### src/rtl/mips_multicycle_ctrl.sv
// Multicycle MIPS control FSM: sequences fetch/decode/execute/memory/writeback
// and drives datapath enables and mux selects for a unified-memory datapath.
module mips_multicycle_ctrl #(
    parameter logic [3:0] RESET_STATE = 4'd0
) (
    input  logic       clk,
    input  logic       reset,
    input  logic [5:0] opcode,
    input  logic       zero,
    input  logic       mem_ready,
    output logic       IorD,
    output logic       MemRead,
    output logic       MemWrite,
    output logic       IRWrite,
    output logic       RegDst,
    output logic       MemtoReg,
    output logic       RegWrite,
    output logic       ALUSrcA,
    output logic [1:0] ALUSrcB,
    output logic [1:0] ALUOp,
    output logic [1:0] PCSrc,
    output logic       PCEn,
    output logic       illegal_op,
    output logic [3:0] state_o
);

    typedef enum logic [3:0] {
        S_FETCH   = 4'd0,
        S_DECODE  = 4'd1,
        S_MEMADR  = 4'd2,
        S_MEMRD   = 4'd3,
        S_MEMWB   = 4'd4,
        S_MEMWR   = 4'd5,
        S_EXECUTE = 4'd6,
        S_ALUWB   = 4'd7,
        S_BRANCH  = 4'd8,
        S_ADDIEX  = 4'd9,
        S_ADDIWB  = 4'd10,
        S_JUMP    = 4'd11
    } state_t;

    localparam logic [5:0] OP_RTYPE = 6'b000000;
    localparam logic [5:0] OP_ADDI  = 6'b001000;
    localparam logic [5:0] OP_LW    = 6'b100011;
    localparam logic [5:0] OP_SW    = 6'b101011;
    localparam logic [5:0] OP_BEQ   = 6'b000100;
    localparam logic [5:0] OP_BNE   = 6'b000101;
    localparam logic [5:0] OP_J     = 6'b000010;

    state_t     r_state;
    state_t     w_next;
    logic [5:0] r_opcode;

    always_ff @(posedge clk) begin
        if (reset) begin
            r_state  <= state_t'(RESET_STATE);
            r_opcode <= '0;
        end else begin
            r_state <= w_next;
            if (r_state == S_DECODE) begin
                r_opcode <= opcode;
            end
        end
    end

    always_comb begin
        w_next     = S_FETCH;
        IorD       = 1'b0;
        MemRead    = 1'b0;
        MemWrite   = 1'b0;
        IRWrite    = 1'b0;
        RegDst     = 1'b0;
        MemtoReg   = 1'b0;
        RegWrite   = 1'b0;
        ALUSrcA    = 1'b0;
        ALUSrcB    = 2'b00;
        ALUOp      = 2'b00;
        PCSrc      = 2'b00;
        PCEn       = 1'b0;
        illegal_op = 1'b0;
        case (r_state)
            S_FETCH: begin
                MemRead = 1'b1;
                ALUSrcB = 2'b01;
                ALUOp   = 2'b01;
                IRWrite = mem_ready;
                PCEn    = mem_ready;
                w_next  = mem_ready ? S_DECODE : S_FETCH;
            end
            S_DECODE: begin
                ALUSrcB = 2'b11;
                ALUOp   = 2'b01;
                // Decode uses the live IR; the latched copy is valid from the next state on.
                case (opcode)
                    OP_LW, OP_SW:   w_next = S_MEMADR;
                    OP_RTYPE:       w_next = S_EXECUTE;
                    OP_ADDI:        w_next = S_ADDIEX;
                    OP_BEQ, OP_BNE: w_next = S_BRANCH;
                    OP_J:           w_next = S_JUMP;
                    default: begin
                        w_next     = S_FETCH;
                        illegal_op = 1'b1;
                    end
                endcase
            end
            S_MEMADR: begin
                ALUSrcA = 1'b1;
                ALUSrcB = 2'b10;
                ALUOp   = 2'b01;
                if (r_opcode == OP_LW) begin
                    w_next = S_MEMRD;
                end else if (r_opcode == OP_SW) begin
                    w_next = S_MEMWR;
                end
            end
            S_MEMRD: begin
                MemRead = 1'b1;
                IorD    = 1'b1;
                w_next  = mem_ready ? S_MEMWB : S_MEMRD;
            end
            S_MEMWB: begin
                RegWrite = 1'b1;
                MemtoReg = 1'b1;
            end
            S_MEMWR: begin
                MemWrite = 1'b1;
                IorD     = 1'b1;
                w_next   = mem_ready ? S_FETCH : S_MEMWR;
            end
            S_EXECUTE: begin
                ALUSrcA = 1'b1;
                w_next  = S_ALUWB;
            end
            S_ALUWB: begin
                RegWrite = 1'b1;
                RegDst   = 1'b1;
            end
            S_BRANCH: begin
                ALUSrcA = 1'b1;
                PCSrc   = 2'b01;
                if (r_opcode == OP_BNE) begin
                    ALUOp = 2'b11;
                    PCEn  = ~zero;
                end else begin
                    ALUOp = 2'b10;
                    PCEn  = zero;
                end
            end
            S_ADDIEX: begin
                ALUSrcA = 1'b1;
                ALUSrcB = 2'b10;
                ALUOp   = 2'b01;
                w_next  = S_ADDIWB;
            end
            S_ADDIWB: begin
                RegWrite = 1'b1;
            end
            S_JUMP: begin
                PCSrc = 2'b10;
                PCEn  = 1'b1;
            end
            default: w_next = S_FETCH;
        endcase
    end

    assign state_o = r_state;

endmodule

### config.mk
export PLATFORM = sky130hd
export DESIGN_NAME = mips_multicycle_ctrl
export DESIGN_NICKNAME = d
export VERILOG_FILES = /design/src/rtl/mips_multicycle_ctrl.sv
export SDC_FILE = /design/constraint.sdc
export NUM_CORES = 1
export LEC_CHECK = 0
export ABC_AREA = 0
export BUFFER_PORTS_ARGS = -buffer_cell sky130_fd_sc_hd__buf_2
export CORE_MARGIN = 4
export CORE_UTILIZATION = 30
export DETAILED_ROUTE_END_ITERATION = 8
export HOLD_SLACK_MARGIN = 0.15
export PLACE_DENSITY_LB_ADDON = 0.15
export SLEW_MARGIN = 20
export SYNTH_ARGS = -nofsm -noshare
export SYNTH_HDL_FRONTEND = slang
export SYNTH_SLANG_ARGS = --single-unit
### constraint.sdc
create_clock -name clk -period 4.35 [get_ports clk]
set_clock_uncertainty 0.15 [all_clocks]
set_input_delay 0 -clock clk [delete_from_list [all_inputs] [get_ports clk]]
set_output_delay 0 -clock clk [all_outputs]
set_load 0.05 [all_outputs]
; Word level (Yosys, flattened, before mapping)
; Cells that the tools add are included.
[totals]
word_cells = 57
ff_bits = 10
[op_classes]
eq_ne = 20
bitwise = 1
mux = 23
n_reduce_logical = 11
[ops]
columns = op, count
row1 = one-hot mux 4 bit (7 select lines), 1
row2 = "equality test 6 bit, second input constant", 4
row3 = one-hot mux 4 bit (5 select lines), 1
row4 = "equality test 6 x 3 -> 1 bit, second input constant", 3
row5 = "equality test 4 x 3 -> 1 bit, second input constant", 4
row6 = "equality test 4 bit, second input constant", 4
row7 = 2-to-1 mux 1 bit, 13
row8 = 2-to-1 mux 3 bit, 4
row9 = OR reduction 2 bit, 5
row10 = "equality test 4 x 2 -> 1 bit, second input constant", 2
row11 = one-hot mux 2 bit (2 select lines), 2
row12 = OR reduction 4 bit, 2
row13 = OR reduction 7 bit, 1
row14 = "equality test 6 x 2 -> 1 bit, second input constant", 1
row15 = "equality test 6 x 4 -> 1 bit, second input constant", 1
row16 = logical NOT 6 bit, 1
row17 = one-hot mux 2 bit (3 select lines), 1
row18 = "equality test 4 x 1 -> 1 bit, second input constant", 1
row19 = logical NOT 4 bit, 1
row20 = one-hot mux 1 bit (3 select lines), 1
row21 = OR reduction 3 bit, 1
row22 = NOT 1 bit, 1

; Longest topological paths before layout
; Gate-level depths: netlist (run 1).
[logic_depth]
depth_word = 4
mapped_depth = 6
depth_no_buf = 4

; Worst setup path before layout (run 1)
; Ideal clock, no wire load.
[synth_timing]
kind = reg2out
start = reg r_state[3] (netlist: state_o[3])
end = out ALUSrcA
path_stages_with_launch = 4
arrival_time_ns = 2.201
setup_slack_ns = 1.999
cell_sequence = dfxtp_1 > clkbuf_1 > nand2b_1 > o21ai_0
[synth_between]
elab_chain_cells = 3
elab_cells_between_ends = 6
cone_classes = 4 x eq/ne / 1 x mux / 1 x reduce/logical
[synth_lines]
columns = element, line_no
row1 = start: declaration, 50  ; state_t r_state;
row2 = start signal: assignment, 56  ; r_state <= state_t'(RESET_STATE);
row3 = start signal: assignment, 59  ; r_state <= w_next;
row4 = "equality test 4 bit, or another cell as far along", 81  ; case (r_state)
row5 = OR reduction 4 bit (no line) (*), -
row6 = 2-to-1 mux 1 bit (*), 81
row7 = end: declaration, 18  ; output logic ALUSrcA,
; Mark *: on every way between the ends. The rest lies on a longest branch, timed or not.

; Final worst setup path (run 1)
[layout_timing]
start = reg r_state[1] (netlist: state_o[1])
end = reg r_state[0] (netlist: state_o[0])
[layout_between]
elab_chain_cells = 2
elab_cells_between_ends = 8
cone_classes = 6 x eq/ne / 1 x mux / 1 x reduce/logical
[layout_lines]
columns = element, line_no
row1 = "equality test 4 bit, or another cell as far along", 81
row2 = one-hot mux 4 bit (7 select lines) (*), 81
; Marked as above.
; A chain may end at the register's enable or synchronous reset.

==> results of run 1 <==
-- flip-flops by register name, indices dropped and copies added, names as in the netlist --
name,flops
state_o,4
r_opcode,6
-- final timing paths --
kind	start	endpoint	slack, ps
max reg2reg	state_o[1]	state_o[0]	1950
max	state_o[1]	state_o[0]	1950
min reg2reg	r_opcode[4]	r_opcode[4]	330
min	r_opcode[4]	r_opcode[4]	330
-- layout make-up --
| type | instances | area [um^2] |
|---|---|---|
| clock buffer | 4 | 36.3 |
| tap | 30 | 37.5 |
| timing repair buffer | 39 | 245 |
| sequential | 10 | 200 |
| fill | 271 | 1430 |
| multi-input combinational | 98 | 556 |
| inverter | 4 | 15.0 |
-- repair_timing --
item,CTS,global route
buffers inserted,0,0
endpoints found under the hold margin,10,0
hold buffers,10,0
endpoints found under the setup margin,0,0
-- placed cells by master (no fill, tap or decap), types with 2 or more instances in the layout --
master | Yosys | routed
a21o_1 | 2 | 2
a21oi_1 | 13 | 13
a31oi_1 | 3 | 3
and3_1 | 2 | 2
buf_2 | 4 | 29
clkbuf_4 | 0 | 3
dfxtp_1 | 10 | 10
dlygate4sd3_1 | 0 | 10
inv_1 | 4 | 4
nand2_1 | 13 | 13
nand2b_1 | 5 | 5
nand4b_1 | 2 | 2
nor2_1 | 14 | 14
nor2b_1 | 2 | 2
nor3_1 | 8 | 8
nor3b_1 | 2 | 2
nor4_1 | 4 | 4
o211ai_1 | 2 | 2
o21ai_0 | 12 | 12
xnor2_1 | 2 | 2
-- cell families after synthesis --
| kind of cell | after synthesis |
|---|---|
| AND/OR/NAND/NOR | 60 |
| AO/OA/AOI/OAI | 36 |
| buffers and inverters | 12 |
| flip-flops | 10 |
| XOR/XNOR | 2 |
-- layer usage --
layer | track usage, % | up-vias | wire length [um]
li1 | - | 502 | -
met1 | 18.3 | 434 | 1070
met2 | 24.4 | 26 | 1120
met3 | 2.59 | 6 | 130
met4 | 5.70 | 0 | 53
met5 | 0 | - | 0
-- tightest hold or removal path: stages (launching register included) --
cell and delay [ps]:
dfxtp_1 300, o21ai_0 60, a21oi_1 60
-- power groups by stage --
stage                     sequential (mW)  combinational, mW  clock, mW
after floorplan                     0.102             0.0415          0
after global placement              0.101             0.0583          0
after detailed placement            0.102             0.0589          0
after CTS                          0.0996             0.0657     0.0853
after global routing                0.101             0.0715     0.0899
final                              0.0998             0.0656     0.0831
-- metrics by stage --
stage               hold slack [ps]  instance area (um^2)  utilization [%]
floorplan                     -14.0                   806                -
detailed placement              128                   953             37.8
global placement                128                   953             37.8
global route                    360                  1090             43.2
CTS                             325                  1090             43.2
finish                          325                  1090             43.2
==> results by group, run 1 <==
Global route
  • Initial antenna violation count: 0
  • GR Overflow Total: 0
  • Vias in the first global route: 919
  • Pin count of the biggest net entering global routing: 21
  • Global-route usage over all layers: ~15%
  • First-pass GRT wire length: 4010 um

Yosys
  • Synth area leaders: dfxtp_1 25%, a21oi_1 8.1%, o21ai_0 7.5%
  • Cells after Synth: 120
  • Simple-gate share of the synthesized area: between 40% and 50%
  • Primary FF master, synth: dfxtp_1
  • Synth Area in Adders: 0%
  • Xor-xnor portion of the synthesized cell area: roughly 2.2%
  • Post-synth ARST share: 0%
  • Number of synthesized flops with an enable pin: 0
  • Largest family of logic cells by synthesized area: simple AND/OR/NAND/NOR gates
  • Synth area leader: dfxtp_1
  • Compound-Gate Fraction of Synth Area: roughly a quarter
  • Commonest cells post-synth: 14 x nor2_1, 13 x a21oi_1, 13 x nand2_1
  • Mux cell area share after synthesis: 0%
  • Number of distinct library cells after synthesis: 32
  • Syn_nets: 130
  • Avg Inst Size Synth: 6.71 um^2
  • Flop and latch count out of synthesis: 10
  • Synth top area share: between 20 and 25%
  • Synth warn: 0
  • Most frequent cell after synthesis: nor2_1
  • Sequential fraction of the synthesis area: between 20% and 30%
  • Post-Syn Area: ~810 um^2

Power and ir drop
  • Static leakage: approximately 0.44 nW
  • Max VDD drop: approximately 0.15 mV
  • Combinational share of power: between 20% and 30%
  • Pint: 170 uW
  • Psw: roughly 78 uW
  • Switching share of power: a little under a third
  • Sequential Power Share: roughly 40%
  • Design Power: about 250 uW
  • Clock power share: between 30 and 40%
  • PwrDens: 228 nW/um^2

STA
  • Max Fclk: approximately 420 MHz
  • Max transition margin: roughly 60%
  • RSZ-0062 raised after global routing: no
  • Final setup TNS: 0 ps
  • Slew @ Worst Pin: between 600 and 700 ps
  • Fin. max-slew vios: 0
  • Final Cycle Share: 55.2%
  • Min cycle time layout: between 2000 and 2500 ps
  • Hold Vio Cnt, Final: 0
  • Final setup viols: 0
  • Final worst slack: 1950 ps

Route
  • Mean routed wirelength per cell: approximately 13 um
  • Post-Route WL: ~2400 um
  • Via count: about 970
  • First-iteration detailed-routing DRC count: 50
  • Vias/cell: between 5 and 6
  • Drt drc: 0
  • Drt first pass iters: 4
  • Final ANT Viol Nets: 0

Critical path
  • Startpoint Class: flop
  • Data arrival time of the critical path: 2410 ps
  • Worst path depth: 5
  • Worst path top cell family by delay: flip-flops
  • Setup crit end kind: flop
  • CP max-delay cell: dfxtp_1
  • Max incr delay on CP: approximately 710 ps
  • Critical path type: flop to flop
  • Critical path buffer and inverter count: 1
  • CP Max Fanout: 20
  • Critical path cell sequence: nand2b_1 -> a21oi_1 -> o21bai_1 -> a31oi_1 -> dlygate4sd3_1
  • CP required: 4360 ps
  • Reg2Reg Depth: 5

Clocking
  • Longest Clk Path Bufs: 2
  • H-Tree Depth: 1
  • Post-cts resize count: 0
  • # clock sinks: 10
  • CTS Buf Count: 3
  • Clk root buf: clkbuf_4
  • CTS tree: built
  • Clock Pin Slew Worst Setup and Hold Paths: 70 ps
  • Clk_lat worst skew: 270 ps

Worst hold path
  • HP Class: flop to flop
  • Worst hold path depth: 2

Finish
  • Diodes inserted: 0
  • Number of nets in the layout: around 170
  • Area growth syn-to-layout: 35.2%
  • Final cell count without fillers: 185
  • Share of cells above drive strength 1: 25.2%

Die
  • Die height: roughly 60 um
  • Die ar.: between 3000 and 4000 um^2
  • Rows: 18
  • Initial Util: 31.9%
  • Core ar.: approximately 2500 um^2
  • Die width: approximately 60 um
  • Ports: 30

Placed design
  • Placer Congestion: 0.774
  • I/O Buffers: 29
  • # placed instances: 171
  • Hpwl dp: approximately 1800 um
  • Place WS: about 2400 ps

Run
  • Max-cap violations: 0

Outcome
  • Status: finished clean
Note: power is estimated with default switching activity, not from simulation.
==> run 2: changes to the inputs <==
Clock period 4.35 ns to 2.5 ns, I/O delays scaled along.
==> run 2 against run 1 <==
  * Sequential share of layout area decreased by 0.43 points
  * Hold slack improved by 2.4 ps
  * Global-route usage down 0.082 points
  * Sequential cell count did not move
  * Final cell count up 1.1%
  * Non-clock buffer count is 2 higher
  * Highest routed layer unchanged
==> results by group, run 2 (same netlist as run 1, synthesis figures left out) <==
Clocking
  • Longest Clk Path Bufs: 2 (unchanged)
  • Clk_lat worst skew: 260 ps (about the same)
  • # clock sinks: 10 (unchanged)
  • CTS Buf Count: 3 (unchanged)
  • Clk root buf: clkbuf_4
  • CTS tree: built
  • Post-CTS Setup Bufs: 0 (unchanged)
  • H-Tree Depth: 1 (unchanged)
  • Clock Pin Slew Worst Setup and Hold Paths: 60 ps (about the same)

Critical path
  • Reg2Reg Setup Slack: 330 ps (-1620 ps)
  • CP Max Fanout: 13 (-35%)
  • Critical path type: flop to flop
  • Worst r2r dst: state_o[0]
  • R2r startpoint: state_o[3]
  • Critical path cell sequence: or2_2 -> nor3_1 -> nand4b_1 -> a31oi_1 -> dlygate4sd3_1
  • Max incr delay on CP: 550 ps (-160 ps)
  • Data arrival time of the critical path: 2230 ps (-180 ps)
  • Reg2Reg Depth: 5 (unchanged)
  • Startpoint Class: flop
  • CP required: 2560 ps (-1800 ps)
  • Setup crit end kind: flop
  • CP max-delay cell: dlygate4sd3_1

Route
  • Final ANT Viol Nets: 0 (unchanged)
  • Drt drc: 0 (unchanged)
  • Via count: 979 (+1.1%)
  • Post-Route WL: 2430 um (+2.4%)
  • Vias/cell: 5.24 (about the same)
  • First-iteration detailed-routing DRC count: 52 (+4.0%)
  • Mean routed wirelength per cell: 13.0 um (+1.3%)
  • Drt first pass iters: 4 (unchanged)

Finish
  • Most frequent cells in the layout: 29 x buf_2, 13 x nor2_1, 13 x nand2_1, 13 x a21oi_1, 12 x o21ai_0
  • Area of the multi-input gates: 567 um^2 (+2.0%)
  • Final instance area: 1120 um^2 (+2.4%)
  • Diodes inserted: 0 (unchanged)
  • Number of nets in the layout: 168 (+1.2%)
  • Share of cells above drive strength 1: 28.0% (+2.9 points)
  • Register area: 200 um^2 (unchanged)
  • Largest register FFs: 6 (unchanged)
  • Commonest non-fill, non-tap cell in the layout: buf_2
  • Biggest register: r_opcode
  • Area growth syn-to-layout: 38.5%
  • Fillers: 278 (+2.6%)

Worst hold path
  • Hold path startpoint: r_opcode[4]
  • Worst Hold End: r_opcode[4]
  • Worst hold path depth: 2 (unchanged)
  • HP Class: flop to flop

STA
  • Min cycle time layout: 2170 ps (-231 ps)
  • Slew @ Worst Pin: 429 ps (-178 ps)
  • Final setup TNS: 0 ps (unchanged)
  • Final setup viols: 0 (unchanged)
  • Final Cycle Share: 86.7% (+32 points)
  • Hold Vio Cnt, Final: 0 (unchanged)
  • Max transition margin: 71.4% (+12 points)
  • Fin. max-slew vios: 0 (unchanged)
  • Final worst slack: 331 ps (-1620 ps)
  • RSZ-0062 raised after global routing: no
  • Max Fclk: 461 MHz (+11%)

Power and ir drop
  • Design Power: 431 uW (+74%)
  • Max VDD drop: 0.242 mV (+67%)
  • Static leakage: 0.453 nW (+2.6%)
  • PwrDens: 387 nW/um^2 (+70%)

Placed design
  • Area post-placement: 968 um^2 (+1.6%)
  • Placer Congestion: 0.795 (+2.7%)
  • I/O Buffers: 29 (unchanged)
  • Place WS: 571 ps (-1830 ps)
  • Hpwl dp: 1810 um (+2.4%)

Die
  • Die width: 59.8 um (unchanged)
  • Core ar.: 2520 um^2 (unchanged)
  • Ports: 30 (unchanged)
  • Rows: 18 (unchanged)
  • Die ar.: 3580 um^2 (unchanged)
  • Die height: 59.8 um (unchanged)
  • Initial Util: 31.9% (unchanged)

Global route
  • Met3 Use GR: 2.59% (unchanged)
  • Global-route usage over all layers: 14.5% (-0.082 points)
  • Vias in the first global route: 922 (+0.33%)
  • First-pass GRT wire length: 4020 um (+0.17%)
  • Gr busiest metal: met2
  • GR Layer Usage met1: 17.1% (-1.3 points)
  • Pin count of the biggest net entering global routing: 17 (-19%)
  • GR Overflow Total: 0 (unchanged)
  • Initial antenna violation count: 0 (unchanged)
  • Met2 usage: 25.0% (+0.62 points)

Run
  • Max-cap violations: 0 (unchanged)

Outcome
  • Status: finished clean
-- run 2: how the worst max path moves through the flow --
stage                          start          to  slack, ps  cells past startpoint
final                     state_o[3]  state_o[0]        330                      5
after global routing      state_o[3]  state_o[0]        130                      5
after CTS                 state_o[0]  state_o[0]        170                      5
after detailed placement  state_o[0]  illegal_op        570                      4
after global placement    state_o[0]  illegal_op        630                      4
after floorplan           state_o[3]     ALUSrcA        150                      3
-- run 2: report_power, final --
| group | internal, mW | total [mW] | switching [mW] |
|---|---|---|---|
| sequential | 0.165 | 0.173 | 0.00791 |
| combinational | 0.0428 | 0.116 | 0.0736 |
| clock | 0.0884 | 0.142 | 0.0533 |
-- run 2: cell type report --
cell class              instances  share of cell area [%]
inverters                       4                    1.35
well taps                      30                    3.36
clock buffers                   4                    3.25
repair buffers                 41                    23.3
flip-flops and latches         10                    17.9
multi-input cells              98                    50.8
-- run 2: critical path, delay by kind of cell (launching register included) --
family,cells,cell delay (ps)
flip-flops,1,420
AO/OA/AOI/OAI,1,140
AND/OR/NAND/NOR,3,840
buffers and inverters,1,550
-- run 2: what timing repair did --
action,4_1_cts,5_1_grt
endpoints found under the setup margin,0,2
hold buffers,10,0
resized for setup,0,3
endpoints found under the hold margin,10,0
-- run 2: stage by stage --
stage / hold WS, ps / std cells / utilization, %
after floorplan: -14.0 / 120 / -
after global placement: 132 / 173 / 38.4
after detailed placement: 131 / 173 / 38.4
after CTS: 328 / 187 / 43.8
after global routing: 346 / 187 / 44.2
final: 328 / 187 / 44.2
-- run 2: layer usage --
metal	part of all wire, %	wire length [um]
met1	44	1060
met2	48	1170
met3	6.5	157
met4	1.3	32
met5	0	0
==> run 3: changes to the inputs <==
--- a/constraint.sdc
+++ b/constraint.sdc
@@ -3,3 +3,3 @@
 set_input_delay 0 -clock clk [delete_from_list [all_inputs] [get_ports clk]]
 set_output_delay 0 -clock clk [all_outputs]
-set_load 0.05 [all_outputs]
+set_load 0.005 [all_outputs]
==> run 3 against run 2 <==
  * Utilization fell by 0.79 points
  * Via count fell by 0.82%
  * Clock-buffer cell count did not move
  * Combinational power fell by 28%
==> results by group, run 3 (same netlist as run 1, synthesis figures left out) <==
Power and ir drop
  • PwrDens: 364 nW/um^2 (-5.8%)
  • Switching share of power: 25.9% (-5.4 points)
  • Static leakage: 0.442 nW (-2.4%)
  • Psw: 103 uW (-23%)
  • Pint: 296 uW (-0.24%)
  • Clock power share: 35.5% (+2.7 points)
  • Max VDD drop: 0.247 mV (+2.2%)
  • Sequential Power Share: 43.6% (+3.4 points)
  • Combinational share of power: 20.9% (-6.1 points)

STA
  • Max transition margin: 69.7% (-1.7 points)
  • Final setup viols: 0 (unchanged)
  • Slew @ Worst Pin: 454 ps (+25.4 ps)
  • Final setup TNS: 0 ps (unchanged)
  • Hold Vio Cnt, Final: 0 (unchanged)
  • Fin. max-slew vios: 0 (unchanged)
  • Min cycle time layout: 2280 ps (+110 ps)
  • RSZ-0062 raised after global routing: no
  • Max Fclk: 439 MHz (-4.8%)
  • Final Cycle Share: 91.1% (+4.4 points)
  • Final worst slack: 222 ps (-110 ps)

Finish
  • Share of cells above drive strength 1: 27.1% (-0.93 points)
  • Diodes inserted: 0 (unchanged)
  • Most frequent cells in the layout: 29 x buf_2, 13 x nor2_1, 13 x nand2_1, 13 x a21oi_1, 12 x o21ai_0
  • Commonest non-fill, non-tap cell in the layout: buf_2
  • Final instance area: 1100 um^2 (-1.8%)
  • Biggest register: r_opcode
  • Area growth syn-to-layout: 36.0%
  • Number of nets in the layout: 166 (-1.2%)
  • Largest register FFs: 6 (unchanged)

Critical path
  • Critical path type: flop to flop
  • Data arrival time of the critical path: 2330 ps (+100 ps)
  • Max incr delay on CP: 600 ps (+50 ps)
  • CP Max Fanout: 14 (+1)
  • Setup crit end kind: flop
  • CP max-delay cell: dfxtp_1
  • Startpoint Class: flop
  • CP required: 2560 ps (about the same)
  • Worst path top cell family by delay: simple AND/OR/NAND/NOR gates
  • Critical path buffer and inverter count: 1 (unchanged)
  • Critical path cell sequence: nand2b_2 -> nor4_1 -> nand2_1 -> a31oi_1 -> dlygate4sd3_1

Clocking
  • Clock Pin Slew Worst Setup and Hold Paths: 60 ps (about the same)
  • CTS tree: built
  • CTS Buf Count: 3 (unchanged)
  • # clock sinks: 10 (unchanged)
  • H-Tree Depth: 1 (unchanged)
  • Post-CTS Setup Bufs: 0 (unchanged)
  • Clk root buf: clkbuf_4
  • Longest Clk Path Bufs: 2 (unchanged)
  • Clk_lat worst skew: 260 ps (about the same)

Die
  • Initial Util: 31.9% (unchanged)
  • Die ar.: 3580 um^2 (unchanged)
  • Core ar.: 2520 um^2 (unchanged)
  • Rows: 18 (unchanged)
  • Ports: 30 (unchanged)
  • Die width: 59.8 um (unchanged)
  • Die height: 59.8 um (unchanged)

Run
  • Max-cap violations: 0 (unchanged)

Route
  • Vias/cell: 5.25 (+0.26%)
  • Via count: 971 (-0.82%)
  • Drt drc: 0 (unchanged)
  • Final ANT Viol Nets: 0 (unchanged)
  • Drt first pass iters: 4 (unchanged)
  • Post-Route WL: 2430 um (about the same)
  • First-iteration detailed-routing DRC count: 45 (-13%)
  • Mean routed wirelength per cell: 13.1 um (+1.1%)

Outcome
  • Status: finished clean

Placed design
  • Placer Congestion: 0.793 (-0.30%)
  • Hpwl dp: 1770 um (-2.3%)
  • Area post-placement: 953 um^2 (-1.6%)
  • Place WS: 679 ps (+107 ps)
  • I/O Buffers: 29 (unchanged)

Worst hold path
  • HP Class: flop to flop

Global route
  • First-pass GRT wire length: 3990 um (-0.67%)
  • Vias in the first global route: 908 (-1.5%)
  • Global-route usage over all layers: 14.5% (about the same)
  • Initial antenna violation count: 0 (unchanged)
  • Pin count of the biggest net entering global routing: 21 (+4)
  • GR Overflow Total: 0 (unchanged)
run 3: worst reg2reg max path, cell delays in order, from the launching register on:
cell           delay, ps
dfxtp_1              600
nand2b_2             260
nor4_1               400
nand2_1              100
a31oi_1              160
dlygate4sd3_1        560
run 3: power groups by stage:
stage / registers [mW] / clock network [mW] / logic (mW)
floorplan: 0.173 / 0 / 0.0453
global placement: 0.177 / 0 / 0.0701
detailed placement: 0.177 / 0 / 0.0702
CTS: 0.174 / 0.146 / 0.0825
global route: 0.176 / 0.158 / 0.0929
finish: 0.174 / 0.142 / 0.0835
run 3: final cells by class:
type                       instances  area (um^2)
tap                               30         37.5
clock buffer                       4         36.3
fill                             265         1430
multi-input combinational         98          561
timing repair buffer              39          245
inverter                           4         15.0
sequential                        10          201
run 3: path summary, 6_finish.rpt:
check         startpoint          end  slack, ps  cells after the start
max           state_o[0]   state_o[0]        220                      5
min          r_opcode[0]  r_opcode[0]        330                      2
max reg2reg   state_o[0]   state_o[0]        220                      5
min reg2reg  r_opcode[0]  r_opcode[0]        330                      2
run 3: repair_timing:
item                       in CTS  in global routing
hold buffers                   10                  0
hold endpoints to repair       10                  0
resized for setup               0                  3
setup endpoints to repair       0                  2
run 3: metal layers:
layer | track usage, % | part of all wire (%)
met5 | 0 | 0
met3 | 2.81 | 6.5
met4 | 6.96 | 2.1
met2 | 24.5 | 47
met1 | 17.3 | 45
run 3: stage by stage:
step | hold slack (ps) | instances | util [%] | power [mW]
final | 332 | 185 | 43.5 | 0.399
after global routing | 356 | 185 | 43.5 | 0.427
after CTS | 332 | 185 | 43.2 | 0.402
after detailed placement | 132 | 171 | 37.8 | 0.247
after global placement | 128 | 171 | 37.8 | 0.247
after floorplan | -34.2 | 120 | - | 0.218
